File: config.mk
export PLATFORM = sky130hd
export DESIGN_NAME = spi_burst_ctrl
export DESIGN_NICKNAME = d
export VERILOG_FILES = /design/src/rtl/spi_burst_ctrl_pkg.sv /design/src/rtl/spi_burst_ctrl_delay_cnt.sv /design/src/rtl/spi_burst_ctrl.sv
export SDC_FILE = /design/constraint.sdc
export NUM_CORES = 1
export LEC_CHECK = 0
export CORE_MARGIN = 2
export CORE_UTILIZATION = 50
export DETAILED_ROUTE_END_ITERATION = 12
export PLACE_DENSITY = 0.81
export SYNTH_ARGS = -nofsm -noshare
export SYNTH_HDL_FRONTEND = slang
export SYNTH_SLANG_ARGS = --single-unit
File: constraint.sdc
create_clock -name clk -period 3 [get_ports clk]
set_input_delay 0.6 -clock clk [delete_from_list [all_inputs] [get_ports clk]]
set_output_delay 0.6 -clock clk [all_outputs]
set_load 0.005 [all_outputs]
File: src/rtl/spi_burst_ctrl_pkg.sv
// Shared state encoding and default timing constants for the SPI burst sequencer.
// Pure declarations: no latency, no backpressure.
package spi_burst_ctrl_pkg;

  localparam int DEF_LEN_WIDTH    = 8;
  localparam int DEF_CS_SETUP_CYC = 10;
  localparam int DEF_BYTE_GAP_CYC = 4;
  localparam int DEF_CS_HOLD_CYC  = 10;
  localparam int DEF_DLY_WIDTH    = 8;

  localparam logic [2:0] ST_IDLE    = 3'd0;
  localparam logic [2:0] ST_SETUP   = 3'd1;
  localparam logic [2:0] ST_FETCH   = 3'd2;
  localparam logic [2:0] ST_XFER    = 3'd3;
  localparam logic [2:0] ST_CAPTURE = 3'd4;
  localparam logic [2:0] ST_GAP     = 3'd5;
  localparam logic [2:0] ST_HOLD    = 3'd6;
  localparam logic [2:0] ST_DONE    = 3'd7;

  typedef enum logic [2:0] {
    IDLE    = ST_IDLE,
    SETUP   = ST_SETUP,
    FETCH   = ST_FETCH,
    XFER    = ST_XFER,
    CAPTURE = ST_CAPTURE,
    GAP     = ST_GAP,
    HOLD    = ST_HOLD,
    DONE    = ST_DONE
  } state_t;

endpackage

File: src/rtl/spi_burst_ctrl_delay_cnt.sv
// Loadable down-counter; done is high on the last cycle of a loaded delay (load 0 or 1 = 1 cycle).
// Latency: load takes effect next cycle; no backpressure.
module spi_delay_cnt
  import spi_burst_ctrl_pkg::*;
#(
  parameter int WIDTH = DEF_DLY_WIDTH
) (
  input  logic             clk,
  input  logic             rst_n,
  input  logic             load,
  input  logic [WIDTH-1:0] load_val,
  output logic             done
);

  logic [WIDTH-1:0] cnt;

  always_ff @(posedge clk or negedge rst_n) begin
    if (!rst_n) begin
      cnt <= '0;
    end else if (load) begin
      cnt <= load_val;
    end else if (cnt != '0) begin
      cnt <= cnt - 1'b1;
    end
  end

  assign done = (cnt <= WIDTH'(1));

endmodule

File: src/rtl/spi_burst_ctrl.sv
// Burst sequencer: drives cs_n, feeds bytes to the SPI master one work_en/work_end at a time.
// Latency/byte: FETCH + master time + CAPTURE + gap; TX stalls hold cs_n low, RX has no backpressure.
module spi_burst_ctrl
  import spi_burst_ctrl_pkg::*;
#(
  parameter int LEN_WIDTH    = DEF_LEN_WIDTH,
  parameter int CS_SETUP_CYC = DEF_CS_SETUP_CYC,
  parameter int BYTE_GAP_CYC = DEF_BYTE_GAP_CYC,
  parameter int CS_HOLD_CYC  = DEF_CS_HOLD_CYC,
  parameter int DLY_WIDTH    = DEF_DLY_WIDTH
) (
  input  logic                 clk,
  input  logic                 rst_n,
  input  logic                 i_start,
  input  logic [LEN_WIDTH-1:0] i_len,
  input  logic [7:0]           i_tx_data,
  input  logic                 i_tx_valid,
  output logic                 o_tx_ready,
  output logic [7:0]           o_rx_data,
  output logic                 o_rx_valid,
  output logic                 o_busy,
  output logic                 o_done,
  output logic                 o_cs_n,
  output logic                 om_work_en,
  input  logic                 im_work_end,
  output logic [7:0]           om_data_bus,
  input  logic [7:0]           im_data_bus
);

  state_t                 state, state_nxt;
  logic [LEN_WIDTH-1:0]   remaining;
  logic                   dly_load, dly_done;
  logic [DLY_WIDTH-1:0]   dly_val;
  logic                   cs_clr, cs_set, en_set, en_clr, rem_load, rem_dec, tx_rdy;

  spi_delay_cnt #(.WIDTH(DLY_WIDTH)) u_dly (
    .clk      (clk),
    .rst_n    (rst_n),
    .load     (dly_load),
    .load_val (dly_val),
    .done     (dly_done)
  );

  always_ff @(posedge clk or negedge rst_n) begin
    if (!rst_n) state <= IDLE;
    else        state <= state_nxt;
  end

  always_comb begin
    state_nxt = state;
    dly_load  = 1'b0;
    dly_val   = '0;
    tx_rdy    = 1'b0;
    cs_clr    = 1'b0;
    cs_set    = 1'b0;
    en_set    = 1'b0;
    en_clr    = 1'b0;
    rem_load  = 1'b0;
    rem_dec   = 1'b0;
    case (state)
      IDLE: begin
        if (i_start) begin
          // Zero-length bursts skip straight to DONE so remaining can never underflow.
          if (i_len != '0) begin
            state_nxt = SETUP;
            rem_load  = 1'b1;
            cs_clr    = 1'b1;
            dly_load  = 1'b1;
            dly_val   = DLY_WIDTH'(CS_SETUP_CYC);
          end else begin
            state_nxt = DONE;
          end
        end
      end
      SETUP:   if (dly_done) state_nxt = FETCH;
      FETCH: begin
        tx_rdy = 1'b1;
        if (i_tx_valid) begin
          en_set    = 1'b1;
          state_nxt = XFER;
        end
      end
      XFER: begin
        if (im_work_end) begin
          en_clr    = 1'b1;
          rem_dec   = 1'b1;
          state_nxt = CAPTURE;
        end
      end
      CAPTURE: begin
        dly_load = 1'b1;
        if (remaining != '0) begin
          state_nxt = GAP;
          dly_val   = DLY_WIDTH'(BYTE_GAP_CYC);
        end else begin
          state_nxt = HOLD;
          dly_val   = DLY_WIDTH'(CS_HOLD_CYC);
        end
      end
      GAP:     if (dly_done) state_nxt = FETCH;
      HOLD: begin
        if (dly_done) begin
          cs_set    = 1'b1;
          state_nxt = DONE;
        end
      end
      DONE:    state_nxt = IDLE;
      default: state_nxt = IDLE;
    endcase
  end

  always_ff @(posedge clk or negedge rst_n) begin
    if (!rst_n) begin
      o_cs_n      <= 1'b1;
      om_work_en  <= 1'b0;
      om_data_bus <= '0;
      o_rx_data   <= '0;
      o_rx_valid  <= 1'b0;
      o_done      <= 1'b0;
      remaining   <= '0;
    end else begin
      o_rx_valid <= (state == CAPTURE);
      o_done     <= (state == DONE);
      if (state == CAPTURE) o_rx_data <= im_data_bus;
      if (cs_clr)      o_cs_n <= 1'b0;
      else if (cs_set) o_cs_n <= 1'b1;
      // om_data_bus is deliberately left holding the last byte between transfers.
      if (en_set) begin
        om_work_en  <= 1'b1;
        om_data_bus <= i_tx_data;
      end else if (en_clr) begin
        om_work_en <= 1'b0;
      end
      if (rem_load)     remaining <= i_len;
      else if (rem_dec) remaining <= remaining - 1'b1;
    end
  end

  assign o_tx_ready = tx_rdy;
  assign o_busy     = (state != IDLE);

endmodule

==> flow_metrics.env, run 1 <==
export IMPL_status="complete, no violations"
export IMPL_ys_types=50
export IMPL_vdd_drop_max_v=0.000496
export IMPL_io_pins=51
export IMPL_setup_tns_ps=0
export IMPL_ys_dominant_reg_cell="dfrtp_1"
export IMPL_die_area_sq_um=4440
export IMPL_area_growth_pct=31.3
export IMPL_drt_iter0_drc=110
export IMPL_cp_slowest_cell="or4_1"
export IMPL_vias=1560
export IMPL_synth_edff_count=0
export IMPL_grt_overflow=0
export IMPL_ys_seq_area_share_pct=49.8
export IMPL_antenna_cells=0
export IMPL_cts_tree="built"
export IMPL_clockBufferDepth=2
export IMPL_routed_via_density=5.67
export IMPL_critPathCaptureType="register"
export IMPL_post_cts_buffers=0
export IMPL_ys_ff_latch=39
export IMPL_async_flop_share_pct=100
export IMPL_cts_made_buffers=5
export IMPL_syn_area_sq_um=1960
export IMPL_wirelength_microns=4360
export IMPL_hold_viol_final=0
export IMPL_cts_hold_buf=0
export IMPL_cp_arrival_ps=2560
export IMPL_coreArea_sq_um=3720
export IMPL_grt_pass1_vias=1577
export IMPL_drtPass1Iterations=4
export IMPL_grt_pass1_wl_microns=7310
export IMPL_grtUsageTotal_pct=22.0
export IMPL_p_leak_nw=1.10
export IMPL_clk_pin_slew_ps=80
export IMPL_grt_max_degree=40
export IMPL_start_util_pct=52.8
export IMPL_slew_headroom_pct=44.3
export IMPL_rsz0062_at_grt="no"
export IMPL_period_needed_ps=2350
export IMPL_drive_gt1_share_pct=16.7
export IMPL_critical_path_buf_inv_count=1
export IMPL_syn_area_per_cell_sq_um=11.3
export IMPL_drc=0
export IMPL_wire_per_inst_microns=15.8
export IMPL_finalMaxSlewViolations=0
export IMPL_die_w_microns=66.6
export IMPL_io_buffer_count=50
export IMPL_cp_cell_sequence="clkdlybuf4s50_1 > or4_1 > o21ai_2 > nand2_1 > o21bai_1"
export IMPL_start_kind="input pin"
export IMPL_worstPathMaxFanout=12
export IMPL_setup_viol=0
export IMPL_fin_nets=259
export IMPL_yosysWarningCount=0
export IMPL_clk_latency_ps=290
export IMPL_fin_crit_sh_pct=78.3
export IMPL_synth_fp_nets=207
export IMPL_fin_skew_ps=9.39
export IMPL_ant_nets=0
export IMPL_cts_resized=0
export IMPL_synth_cells=174
export IMPL_critical_path_class="input pin to register"
export IMPL_p_per_area_nw_per_um2=979
export IMPL_rows=22
export IMPL_pre_cts_ws_ps=358
export IMPL_htreeDepth=2
export IMPL_max_stage_delay_ps=590
export IMPL_fin_ws_ps=652
export IMPL_die_h_microns=66.6
export IMPL_fmax_mhz=426
export IMPL_worst_pin_slew_ps=836
export IMPL_min_path_type="input pin to asynchronous set/reset pin"
export IMPL_crit_family="simple AND/OR/NAND/NOR gates"
export IMPL_grt_antenna_before_repair=0
export IMPL_maxCapViolations=0
export IMPL_hpwl_microns=3300
export IMPL_cts_root_buf="clkbuf_8"
export IMPL_gp_congestion=0.807
export IMPL_clock_sinks=39
export IMPL_cp_required_ps=3210
-- kinds of logic (layout without fill, tap and decap cells) --
| group | after synthesis | in the layout | share of synthesized area [%] |
|---|---|---|---|
| buffers and inverters | 11 | 64 | 2.87 |
| adder cells (fa/ha/maj) | 4 | 4 | 2.55 |
| flip-flops | 39 | 39 | 49.8 |
| AND/OR/NAND/NOR | 66 | 66 | 20.5 |
| XOR/XNOR | 4 | 4 | 1.79 |
| AO/OA/AOI/OAI | 31 | 31 | 11.7 |
| multiplexers | 19 | 19 | 10.7 |
-- synthesized netlist by cell type (2+ instances only) --
cell type	number	area (sq um)
mux2_2	16	180
o31ai_1	2	15.0
nand2_1	12	45.0
xor2_1	3	26.3
dfrtp_1	38	951
o21ai_1	3	15.0
nor3_2	2	20.0
o21a_1	2	15.0
ha_1	4	50.1
a32oi_1	4	35.0
nor2_1	19	71.3
buf_2	2	10.0
inv_1	4	15.0
a21oi_1	5	25.0
or3_1	2	12.5
clkbuf_1	2	7.51
nand3_1	6	30.0
and4b_1	2	20.0
a221o_1	2	20.0
and3_1	3	18.8
o211ai_1	5	37.5
nand2b_1	4	25.0
mux2i_1	3	30.0
nand4b_1	3	26.3
-- sequential cells by signal, summed over array words and instances, names as in the netlist --
name and count:
o_rx_valid 1, state 3, om_work_en 1, u_dly.cnt 8, o_cs_n 1, remaining 8, o_rx_data 8, o_done 1
om_data_bus 8
-- per-layer routing --
metal  global-route usage [%]  part of all wire [%]  up-vias
met3                     4.22                   4.2        2
met1                     26.0                    40      779
li1                         -                     -      742
met4                     8.16                  0.46        0
met2                     39.3                    55       37
met5                        0                     0        -
-- metrics by stage --
stage / total power [mW] / util (%) / instances / cell area, sq um / hold slack [ps]
floorplan: 1.68 / - / 174 / 1960 / 304
global placement: 2.10 / 66.9 / 267 / 2490 / 470
detailed placement: 2.18 / 66.9 / 267 / 2490 / 471
CTS: 2.54 / 69.3 / 275 / 2570 / 441
global route: 2.71 / 69.3 / 275 / 2570 / 483
finish: 2.52 / 69.3 / 275 / 2570 / 409
-- path summary, 6_finish.rpt --
check | start | to | slack (ps) | cells after the start
min in group clk | om_work_en | om_work_en | 480 | 1
worst min-delay path | rst_n | u_dly.cnt[4] | 410 | 1
max in group asynchronous | rst_n | om_data_bus[2] | 2060 | 1
worst min register to register | om_work_en | om_work_en | 480 | 1
worst max-delay path | i_len[0] | u_dly.cnt[2] | 650 | 5
worst max register to register | u_dly.cnt[0] | state[0] | 1200 | 5
-- final cells by class --
type / instances / area (sq um)
Clock buffer: 5 / 68.8
Clock inverter: 3 / 20.0
Sequential cell: 39 / 977
Tap cell: 48 / 60.1
Timing Repair Buffer: 51 / 503
Inverter: 5 / 18.8
Multi-Input combinational cell: 124 / 927
Fill cell: 298 / 1140
-- cells in the final DEF (no fill, tap or decap), types with 3 or more instances in the layout --
cell,n
and3_1,3
nand3_1,6
nand2b_1,4
clkbuf_8,5
mux2i_1,3
a21oi_1,5
a32oi_1,4
nand2_1,12
ha_1,4
inv_1,4
dfrtp_1,38
mux2_2,16
o21ai_1,3
clkdlybuf4s50_1,49
nand4b_1,3
o211ai_1,5
nor2_1,19
xor2_1,3
-- power by group --
group,internal (mW),switching [mW],total (mW),leakage (nW)
logic,0.669,0.484,1.15,0.584
registers,0.774,0.249,1.02,0.476
clock network,0.162,0.184,0.345,0.0402
No activity file was read; power rests on OpenSTA's default activity.
==> run 2: changes to the inputs <==
Settings changed: CORE_UTILIZATION 50 to 44, PLACE_DENSITY 0.81 to 0.75.
Clock period 3 ns to 1.9 ns, I/O delays scaled along.
==> flow_metrics.env, run 2 (synthesized netlist as in run 1, its figures left out) <==
export IMPL_dp_cells=286
export IMPL_worstPathMaxFanout=4
export IMPL_fin_skew_ps=3.28
export IMPL_hold_viol_final=0
export IMPL_maxCapViolations=0
export IMPL_die_w_microns=70.8
export IMPL_critical_path_buf_inv_count=1
export IMPL_coreArea_sq_um=4320
export IMPL_grt_antenna_before_repair=0
export IMPL_cp_required_ps=1520
export IMPL_drc=0
export IMPL_start_kind="register"
export IMPL_start_util_pct=45.3
export IMPL_clock_sinks=39
export IMPL_final_common_cell="clkdlybuf4s50_1"
export IMPL_max_stage_delay_ps=520
export IMPL_gp_congestion=0.825
export IMPL_rsz0062_at_grt="no"
export IMPL_p_leak_nw=1.20
export IMPL_clk_latency_ps=290
export IMPL_die_area_sq_um=5010
export IMPL_final_cells=298
export IMPL_finalMaxSlewViolations=0
export IMPL_fin_crit_sh_pct=95.3
export IMPL_fin_nets=278
export IMPL_antenna_cells=0
export IMPL_fill_cells=363
export IMPL_crit_family="buffers and inverters"
export IMPL_cp_cell_sequence="nor3b_1 > clkdlybuf4s50_1"
export IMPL_startpoint="state[0]"
export IMPL_period_needed_ps=1810
export IMPL_clockBufferDepth=2
export IMPL_fmax_mhz=552
export IMPL_cts_hold_buf=0
export IMPL_ant_nets=0
export IMPL_min_path_type="input pin to asynchronous set/reset pin"
export IMPL_io_pins=51
export IMPL_drt_iter0_drc=83
export IMPL_status="complete, no violations"
export IMPL_power_mw=4.18
export IMPL_worst_pin_slew_ps=457
export IMPL_grt_pass1_wl_microns=7380
export IMPL_final_core_util_pct=63.7
export IMPL_io_buffer_count=50
export IMPL_layout_common_cells="clkdlybuf4s50_1, dfrtp_1, nor2_1, buf_4, mux2_2"
export IMPL_cts_made_buffers=5
export IMPL_grt_pass1_vias=1597
export IMPL_slew_headroom_pct=69.6
export IMPL_hpwl_microns=3290
export IMPL_drive_gt1_share_pct=24.4
export IMPL_clk_pin_slew_ps=70
export IMPL_cts_root_buf="clkbuf_8"
export IMPL_htreeDepth=2
export IMPL_area_growth_pct=40.6
export IMPL_wire_per_inst_microns=14.7
export IMPL_cp_arrival_ps=1430
export IMPL_rows=24
export IMPL_die_h_microns=70.8
export IMPL_critPathCaptureType="output port"
export IMPL_critical_path_class="register to output port"
export IMPL_routed_via_density=5.46
export IMPL_vdd_drop_max_v=0.000871
export IMPL_grt_max_degree=22
export IMPL_cp_slowest_cell="clkdlybuf4s50_1"
export IMPL_cts_tree="built"
export IMPL_grtUsageTotal_pct=18.5
export IMPL_p_per_area_nw_per_um2=1520
export IMPL_wirelength_microns=4390
export IMPL_setup_viol=0
export IMPL_worstReg2RegStart="state[1]"
export IMPL_vias=1628
export IMPL_grt_overflow=0
export IMPL_drtPass1Iterations=4
[run 2: final cells by class]
type                            count  area (sq um)  share of cell area (%)
Sequential cell                    39           981                    35.6
Clock buffer                        6          72.6                    2.63
Clock inverter                      2          12.5                   0.454
Timing Repair Buffer               70           669                    24.3
Multi-Input combinational cell    124           937                    34.0
Inverter                            5          18.8                   0.681
Tap cell                           52          65.1                    2.36
[run 2: worst reg2reg max path, delay by kind of cell (launching register included)]
kind,cells,cell delay [ps]
buf+inv,1,160
compound gates,2,460
flops,1,420
simple gates,2,580
[run 2: routing by layer]
layer / GRT usage (%) / share of wire, %
met1: 24.6 / 45
met5: 0 / 0
met3: 5.13 / 5.3
met2: 29.9 / 48
met4: 5.03 / 1.4
[run 2: repair_timing]
item                                    CTS  global route
endpoints found under the setup margin    2             7
buffers inserted                          4             0
gates resized for setup                   4             2
[run 2: final timing paths]
path	end	slack (ps)	cells past startpoint
hold / removal	remaining[1]	30	1
max in group asynchronous	state[2]	1390	2
hold reg to reg	om_data_bus[4]	510	1
min in group clk	om_data_bus[4]	510	1
setup / recovery	o_tx_ready	90	2
setup reg to reg	remaining[2]	160	5
[run 2: power by group]
| group | internal [mW] | switching, mW | total (mW) |
|---|---|---|---|
| logic | 1.21 | 0.896 | 2.10 |
| registers | 1.23 | 0.303 | 1.53 |
| clock network | 0.257 | 0.288 | 0.545 |
| total | 2.69 | 1.49 | 4.18 |
[run 2: metrics by stage]
step	hold WS [ps]	setup WS (ps)	setup TNS (ps)	area, sq um
2_1_floorplan	84.4	199	0	1960
5_1_grt	45.6	21.5	0	2760
3_3_place_gp	352	-201	-2610	2630
3_5_place_dp	352	-285	-3240	2630
4_1_cts	38.9	7.49	0	2750
6_report	33.8	89.7	0	2760
